**src/rtl/excep_pkg.sv**
```systemverilog
// Shared types and constants for the exception sequencer: states, cause codes,
// grant/ESR bit positions and handler vector offsets.
package excep_pkg;

  typedef enum logic [2:0] {
    StIdle,
    StCapture,
    StDrain,
    StSave,
    StRedirect
  } state_e;

  typedef enum logic [3:0] {
    CauseNone  = 4'd0,
    CauseIsi   = 4'd1,
    CauseProg  = 4'd2,
    CauseSc    = 4'd3,
    CauseAlign = 4'd4,
    CauseDsi   = 4'd5,
    CauseExt   = 4'd6
  } cause_e;

  // Grant indices double as ESR bit positions.
  localparam int unsigned NumSrc      = 6;
  localparam int unsigned EsrIsiBit   = 0;
  localparam int unsigned EsrProgBit  = 1;
  localparam int unsigned EsrScBit    = 2;
  localparam int unsigned EsrAlignBit = 3;
  localparam int unsigned EsrDsiBit   = 4;
  localparam int unsigned EsrExtBit   = 5;

  localparam logic [31:0] VecDsi   = 32'h0000_0300;
  localparam logic [31:0] VecIsi   = 32'h0000_0400;
  localparam logic [31:0] VecExt   = 32'h0000_0500;
  localparam logic [31:0] VecAlign = 32'h0000_0600;
  localparam logic [31:0] VecProg  = 32'h0000_0700;
  localparam logic [31:0] VecSc    = 32'h0000_0C00;

  function automatic logic [31:0] vec_offset(cause_e cause);
    logic [31:0] off;
    off = 32'h0;
    case (cause)
      CauseIsi:   off = VecIsi;
      CauseProg:  off = VecProg;
      CauseSc:    off = VecSc;
      CauseAlign: off = VecAlign;
      CauseDsi:   off = VecDsi;
      CauseExt:   off = VecExt;
      default:    off = 32'h0;
    endcase
    return off;
  endfunction

endpackage

```
**src/rtl/excep_prio_enc.sv**
```systemverilog
// Fixed-priority exception arbiter: ISI > PROG > SC > ALIGN > DSI > EXT.
// Grants only while the sequencer is idle; EXT also needs msr_ee.
module excep_prio_enc
  import excep_pkg::*;
(
  input  logic              idle_i,
  input  logic [4:0]        sync_req_i,  // {dsi, align, sc, prog, isi}
  input  logic              ext_int_i,
  input  logic              msr_ee_i,
  output cause_e            cause_o,
  output logic [NumSrc-1:0] grant_o
);

  always_comb begin
    cause_o = CauseNone;
    grant_o = '0;
    if (idle_i) begin
      if (sync_req_i[EsrIsiBit]) begin
        cause_o = CauseIsi;
        grant_o[EsrIsiBit] = 1'b1;
      end else if (sync_req_i[EsrProgBit]) begin
        cause_o = CauseProg;
        grant_o[EsrProgBit] = 1'b1;
      end else if (sync_req_i[EsrScBit]) begin
        cause_o = CauseSc;
        grant_o[EsrScBit] = 1'b1;
      end else if (sync_req_i[EsrAlignBit]) begin
        cause_o = CauseAlign;
        grant_o[EsrAlignBit] = 1'b1;
      end else if (sync_req_i[EsrDsiBit]) begin
        cause_o = CauseDsi;
        grant_o[EsrDsiBit] = 1'b1;
      end else if (ext_int_i && msr_ee_i) begin
        cause_o = CauseExt;
        grant_o[EsrExtBit] = 1'b1;
      end
    end
  end

endmodule

```
**src/rtl/excep_sequencer.sv**
```systemverilog
// Exception entry sequencer: accepts one request while idle, flushes, waits for
// the pipeline to drain, writes SRR0/ESR/DEAR, then redirects fetch to the handler.
module excep_sequencer
  import excep_pkg::*;
#(
  parameter logic [31:0] VEC_BASE = 32'h0000_0000
) (
  input  logic        clk,
  input  logic        rst,
  input  logic        req_isi_i,
  input  logic        req_prog_i,
  input  logic        req_sc_i,
  input  logic        req_align_i,
  input  logic        req_dsi_i,
  input  logic [2:0]  prog_cause_i,
  input  logic [31:0] req_pc_i,
  input  logic [31:0] req_addr_i,
  input  logic        ext_int_i,
  input  logic        msr_ee_i,
  input  logic        pipe_idle_i,
  output logic        flush_o,
  output logic        busy_o,
  output logic        srr_we_o,
  output logic [31:0] srr0_o,
  output logic [7:0]  esr_o,
  output logic        dear_we_o,
  output logic [31:0] dear_o,
  output logic        msr_ee_clr_o,
  output logic        redirect_valid_o,
  output logic [31:0] redirect_pc_o,
  output logic [3:0]  excep_code_o
);

  state_e            state_q, state_d;
  cause_e            cause_q, win_cause;
  logic [NumSrc-1:0] grant;
  logic [31:0]       srr0_q, srr0_d, dear_q, redirect_pc_q, redirect_pc_d;
  logic [7:0]        esr_q, esr_d;

  excep_prio_enc u_prio_enc (
    .idle_i     (state_q == StIdle),
    .sync_req_i ({req_dsi_i, req_align_i, req_sc_i, req_prog_i, req_isi_i}),
    .ext_int_i  (ext_int_i),
    .msr_ee_i   (msr_ee_i),
    .cause_o    (win_cause),
    .grant_o    (grant)
  );

  always_comb begin
    esr_d = {2'b00, grant};
    if (grant[EsrProgBit]) begin
      esr_d[7:5] = prog_cause_i;
    end
    // System call returns past the sc instruction.
    srr0_d        = grant[EsrScBit] ? (req_pc_i + 32'd4) : req_pc_i;
    redirect_pc_d = VEC_BASE + vec_offset(win_cause);
  end

  always_ff @(posedge clk) begin
    if (rst) begin
      state_q       <= StIdle;
      cause_q       <= CauseNone;
      srr0_q        <= '0;
      esr_q         <= '0;
      dear_q        <= '0;
      redirect_pc_q <= '0;
    end else begin
      state_q <= state_d;
      if (win_cause != CauseNone) begin
        cause_q       <= win_cause;
        srr0_q        <= srr0_d;
        esr_q         <= esr_d;
        dear_q        <= req_addr_i;
        redirect_pc_q <= redirect_pc_d;
      end
    end
  end

  always_comb begin
    state_d          = state_q;
    flush_o          = 1'b0;
    busy_o           = 1'b1;
    srr_we_o         = 1'b0;
    msr_ee_clr_o     = 1'b0;
    dear_we_o        = 1'b0;
    redirect_valid_o = 1'b0;
    unique case (state_q)
      StIdle: begin
        busy_o = 1'b0;
        if (win_cause != CauseNone) state_d = StCapture;
      end
      StCapture: begin
        flush_o = 1'b1;
        state_d = StDrain;
      end
      StDrain: begin
        if (pipe_idle_i) state_d = StSave;
      end
      StSave: begin
        srr_we_o     = 1'b1;
        msr_ee_clr_o = 1'b1;
        dear_we_o    = (cause_q == CauseAlign) || (cause_q == CauseDsi);
        state_d      = StRedirect;
      end
      StRedirect: begin
        redirect_valid_o = 1'b1;
        state_d          = StIdle;
      end
      default: begin
        busy_o  = 1'b0;
        state_d = StIdle;
      end
    endcase
  end

  assign srr0_o        = srr0_q;
  assign esr_o         = esr_q;
  assign dear_o        = dear_q;
  assign redirect_pc_o = redirect_pc_q;
  assign excep_code_o  = busy_o ? cause_q : CauseNone;

endmodule

```
**config.mk**
```make
export PLATFORM = sky130hd
export DESIGN_NAME = excep_sequencer
export DESIGN_NICKNAME = d
export VERILOG_FILES = /design/src/rtl/excep_pkg.sv /design/src/rtl/excep_prio_enc.sv /design/src/rtl/excep_sequencer.sv
export SDC_FILE = /design/constraint.sdc
export NUM_CORES = 1
export LEC_CHECK = 0
export BUFFER_PORTS_ARGS = -buffer_cell sky130_fd_sc_hd__buf_4
export CAP_MARGIN = 40
export CORE_ASPECT_RATIO = 0.75
export CORE_MARGIN = 2
export CORE_UTILIZATION = 50
export DETAILED_ROUTE_END_ITERATION = 7
export GPL_TIMING_DRIVEN = 0
export PLACE_DENSITY = 0.84
export SYNTH_ARGS = -nofsm -noshare
export SYNTH_HDL_FRONTEND = slang
export SYNTH_SLANG_ARGS = --single-unit
```
**constraint.sdc**
```tcl
create_clock -name clk -period 3.8 [get_ports clk]
set_clock_uncertainty 0.1 [all_clocks]
set_input_delay 0.19 -clock clk [delete_from_list [all_inputs] [get_ports clk]]
set_output_delay 0.19 -clock clk [all_outputs]
set_load 0.05 [all_outputs]
```
# ---- Word level (Yosys, flattened, before mapping)
# Cells that the tools add are included.
dict set report word_totals {
  out_inout_bits 114
  regBits 111
  elab_cells 58
  inputBits 77
}
dict set report classes {
  addsub 1
  mux 31
  n_reduce_logical 6
  eq_ne 14
}
# operator n
set ops {}
lappend ops {{$pmux W12 S6} 1}
lappend ops {{$add A32 B3 Y32 const B} 1}
lappend ops {{$mux W32} 1}
lappend ops {{$mux W4} 8}
lappend ops {{$eq A4 B3 Y1 const B} 5}
lappend ops {{$mux W3} 5}
lappend ops {{$mux W1} 12}
lappend ops {{$pmux W3 S4} 1}
lappend ops {{$eq A4 B2 Y1 const B} 2}
lappend ops {{$eq A3 B2 Y1 const B} 2}
lappend ops {{$mux W6} 1}
lappend ops {{$mux W5} 1}
lappend ops {{$eq A4 B1 Y1 const B} 1}
lappend ops {{$ne A2 B2 Y1 const B} 2}
lappend ops {{$reduce_bool A4 Y1} 1}
lappend ops {{$reduce_or A4 Y1} 1}
lappend ops {{$eq A3 B1 Y1 const B} 1}
lappend ops {{$eq A3 B3 Y1 const B} 1}
lappend ops {{$logic_not A3 Y1} 1}
lappend ops {{$mux W2} 1}
lappend ops {{$reduce_and A2 Y1} 1}
lappend ops {{$logic_and A1 B1 Y1} 1}
lappend ops {{$logic_or A1 B1 Y1} 1}

# ---- Depth between registers and ports, before layout
dict set report logic_depth {
  word_depth 11
  mapped_depth 7
  ltp_nobuf 6
}

# ---- Modules after synthesis
# Synthesis repeated with hierarchy kept, for this count alone.
dict set report unflattened {
  hier_cells 517
  hier_area_um2 4132.7
}
# module area_per_inst_um2 instances cells_per_inst seq_area_each_um2
set modules_own_cells {}
lappend modules_own_cells {excep_sequencer 3991.3 1 497 1661.6}
lappend modules_own_cells {excep_prio_enc 141.4 1 20 0.0}

# ---- Least setup slack after synthesis
# No wires, ideal clock.
dict set report synth_path {
  path_type {register -> register}
  start {register state_q[2]}
  end {register srr0_q[16], in the netlist srr0_o[16]}
  required_ps 3614
  arrival_ps 2203
  stages_incl_launch_ff 7
  n_path_buf 1
  period_less_slack_ps 2389
  setup_ps 86
  path_slack_ps 1411
  path_cell_list {dfxtp_1 > buf_6 > or4_4 > nor4_1 > or4b_1 > xnor2_1 > a211oi_1}
}
dict set report synth_via {
  elab_chain_len 3
  word_cells_on_any_way 5
  classes_between {3 x mux; 2 x reduce/logical}
}
# element line
set synth_lines {}
lappend synth_lines {{from (decl)} excep_sequencer.sv:34} ;# state_e state_q, state_d;
lappend synth_lines {{from (signal assigned)} excep_sequencer.sv:61} ;# state_q <= StIdle;
lappend synth_lines {{from (signal assigned)} excep_sequencer.sv:68} ;# state_q <= state_d;
lappend synth_lines {{$logic_not A3 Y1 (*)} excep_sequencer.sv:41} ;# .idle_i (state_q == StIdle),
lappend synth_lines {{$mux W4 or $mux W6 (tied branches)} excep_prio_enc.sv:17} ;# if (idle_i) begin
lappend synth_lines {{$reduce_bool A4 Y1 or $mux W32 (tied branches)} {excep_sequencer.sv:69, excep_sequencer.sv:55}}
lappend synth_lines {{to (signal assigned)} excep_sequencer.sv:71} ;# srr0_q <= srr0_d;
lappend synth_lines {{to (decl)} excep_sequencer.sv:37} ;# logic [31:0] srr0_q, srr0_d, dear_q, redirect_pc_q, redirect_pc_d;
# Every way passes the cells marked *; elsewhere a longest branch is shown, timed or not.
# A chain may end at the register's enable or synchronous reset.

# ---- Final worst setup path
# Same ends and word-level chain as after synthesis.

==> flow_summary.ini <==
[run_status]
status = finished, final reports clean

[global_route]
grt_pass1_wl_um = 19110
antenna_found_initial = 0
grt_pass1_vias = 3956
track_usage_pct = 27.92
gr-total-overflow = 0
grt_max_degree = 15

[cts]
cts_sinks = 82
cts_root_buffer = clkbuf_8
cts-htree-levels = 3
cts_made_buffers = 9
cts_hold_buf = 37
cts.path.max_buffers = 2
post_cts_resize_count = 0
clk_latency_ns = 0.35
cts_tree = yes
postCtsSetupRepairBufs = 0
cts.clk_slew.worst_paths_ns = 0.08

[synth]
ys_seq_area_share_pct = 41.43
syn_area_per_cell_um2 = 8.290
ys_warn_count = 0
ys_types = 42
ys_ff_latch = 82
syn_inst = 478
netlist_area_um2 = 3963

[critical_path]
worst-path-max-fanout = 9
reg2reg_slack_ns = 1.16
critPathSlowestCell = nor4_1
crit_chain = buf_6 -> or4_4 -> nor4_1 -> or4b_1 -> xnor2_1 -> a211oi_1
reg2reg_from = state_q[2]
required_ns = 3.97
critPathLaunchType = register
criticalPathCategory = register to register
cp.arrival_ns = 2.81
reg2reg_to = srr0_o[16]
slowest_delay_ns = 0.59
path_delay_family = simple AND/OR/NAND/NOR gates
end_kind = register
r2r_cells = 6
cp_num_buf_inv = 1

[floorplan]
pin_count = 191
die_area_um2 = 8661
die_x_um = 106.8
rows = 28
coreArea_um2 = 7777
die_h_um = 81.10
start_util_pct = 50.95

[placement]
dp_slack_ns = 1.201
hpwl_um = 8616
postPlaceCellArea_um2 = 5393
port_buffers = 159
place.gp.congestion = 0.8991

[routing]
ant_nets = 0
firstDrtPassIters = 4
vias_per_cell = 5.123
drt_iter0_markers = 257
avgRoutedWirePerCell_um = 15.07
route.detailed.drc = 0
route.vias.total = 4216
routed_wl_um = 12400

[sta]
fin_crit_ns = 2.638
slew_headroom_pct = 51.77
worst_pin_slew_ns = 0.7202
fin_crit_sh_pct = 69.42
fin_tns_setup_ns = 0
fin_ws_ns = 1.162
setup_viol = 0
slew_viol_final = 0
fmax_ghz = 0.3791
hold_viol_final = 0
rsz0062_at_grt = false

[finish]
fillers = 574
drive_above_1_share_pct = 32.17
diodes = 0
design_area_um2 = 5967
final_nets = 791
area.growth.synth_to_final_pct = 50.58
multi_input_area_um2 = 1958
final-seq-area_um2 = 1642

[pwr]
power_density_nw_per_um2 = 723.8
peakVddDrop_uv = 447.1
leakagePower_nw = 2.677

[hold_path]
hold_class = primary input to register
hold_path_depth = 3
hold-path-endpoint = srr0_o[3]
min_from = req_pc_i[3]

[run]
maxCapViolations = 0
==> per-layer routing <==
metal | GRT usage, % | part of all wire, %
met1 | 35.77 | 43
met2 | 46.56 | 48
met3 | 6.100 | 6.7
met4 | 10.65 | 2.4
met5 | 0 | 0
==> cells in the mapped netlist <==
cell type / number / area share, %
or4_4: 1 / 0.28
nor4_1: 6 / 0.95
or3_1: 1 / 0.16
and4_1: 1 / 0.22
or2_2: 1 / 0.16
a21oi_1: 47 / 5.9
a31oi_1: 1 / 0.16
dlygate4sd3_1: 1 / 0.25
ha_1: 1 / 0.32
a22oi_1: 3 / 0.57
dfxtp_1: 82 / 41
xnor2_1: 22 / 4.9
or3_2: 1 / 0.19
a311oi_1: 3 / 0.66
nand3b_1: 3 / 0.57
a211oi_2: 6 / 1.9
o21a_1: 1 / 0.19
buf_6: 7 / 2.0
nand2_1: 86 / 8.1
and3_1: 3 / 0.47
nor4_4: 3 / 1.6
or4_1: 2 / 0.38
inv_1: 7 / 0.66
clkbuf_1: 21 / 2.0
nand3_1: 13 / 1.6
o31ai_1: 1 / 0.19
or3b_2: 1 / 0.22
nor4_2: 3 / 0.95
a32oi_1: 2 / 0.44
and2_1: 4 / 0.63
xor2_1: 7 / 1.5
nand4_1: 8 / 1.3
nor3b_1: 4 / 0.76
conb_1: 1 / 0.095
o21ai_0: 5 / 0.63
clkbuf_8: 3 / 1.0
or4b_1: 1 / 0.25
nor2b_1: 1 / 0.16
buf_4: 31 / 5.9
a211oi_1: 22 / 4.2
nor2_1: 51 / 4.8
nor3_1: 10 / 1.3
==> cell usage in the layout (no fill, tap or decap), types with 2 or more instances in the layout <==
master         instances
clkinvlp_4             2
inv_1                  7
nor4_4                 3
nand2_1               86
clkbuf_8              13
nand4_1                8
a211oi_1              22
nor3b_1                4
xor2_1                 7
xnor2_1               22
buf_6                  7
clkbuf_1              22
nor3_1                10
nor2_1                51
a21oi_1               47
a32oi_1                2
dlygate4sd3_1         38
nor4_1                 6
a211oi_2               6
nand3b_1               3
buf_4                190
or4_1                  2
nand3_1               13
nor4_2                 3
and3_1                 3
o21ai_0                5
dfxtp_1               82
a22oi_1                3
conb_1                29
and2_1                 4
a311oi_1               3
==> worst min-delay path: stages <==
cell and delay, ns:
buf_4 0.12, nand2_1 0.05, a311oi_1 0.08
==> worst max path at each step <==
stage	start	end	slack, ns	depth (start not counted)
2_1_floorplan	state_q[2]	srr0_o[16]	1.41	6
3_3_place_gp	state_q[2]	srr0_o[16]	1.23	6
3_5_place_dp	state_q[2]	srr0_o[18]	1.20	6
4_1_cts	state_q[0]	srr0_o[18]	1.18	6
5_1_grt	state_q[0]	srr0_o[15]	1.07	6
6_report	state_q[2]	srr0_o[16]	1.16	6
==> registers in the layout (all words and copies together) (netlist names) <==
register / cells
srr0_o: 32
dear_o: 32
state_q: 3
redirect_pc_o: 4
cause_q: 3
esr_o: 8
==> cell type report <==
class                           instances  share of cell area [%]
Multi-Input combinational cell        354                   32.82
Inverter                                7                  0.4403
Clock inverter                          5                   1.048
Clock buffer                           11                   2.369
Timing Repair Buffer                  196                   26.21
Tap cell                              105                   2.202
Sequential cell                        82                   27.51
Buffer                                 63                   7.402
==> through the flow <==
stage                     hold slack (ns)  utilization (%)  total power [mW]  std cells
after floorplan                    0.2260                -             2.914        506
after global placement             0.3177            69.34             3.571        770
after detailed placement           0.3326            69.34             3.625        770
after CTS                         0.01435            76.72             4.301        823
after global routing              0.02213            76.72             4.538        823
final                             0.02292            76.72             4.319        823
==> power by group <==
group	switching (mW)	leakage [nW]	internal [mW]
Combinational	1.70	1.90	0.724
Sequential	0.136	0.679	1.10
Clock	0.326	0.0962	0.325
Total	2.17	2.68	2.15
==> cell families (layout without fill, tap and decap cells) <==
group | count (synthesis) | after routing | share of synthesized area, %
AO/OA/AOI/OAI | 91 | 91 | 14.84
XOR/XNOR | 29 | 29 | 6.410
adder cells (fa/ha/maj) | 1 | 1 | 0.3157
buffers and inverters | 70 | 282 | 11.81
flip-flops | 82 | 82 | 41.43
other | 1 | 29 | 0.09464
AND/OR/NAND/NOR | 204 | 204 | 25.10
Note: power is estimated with default switching activity, not from simulation.
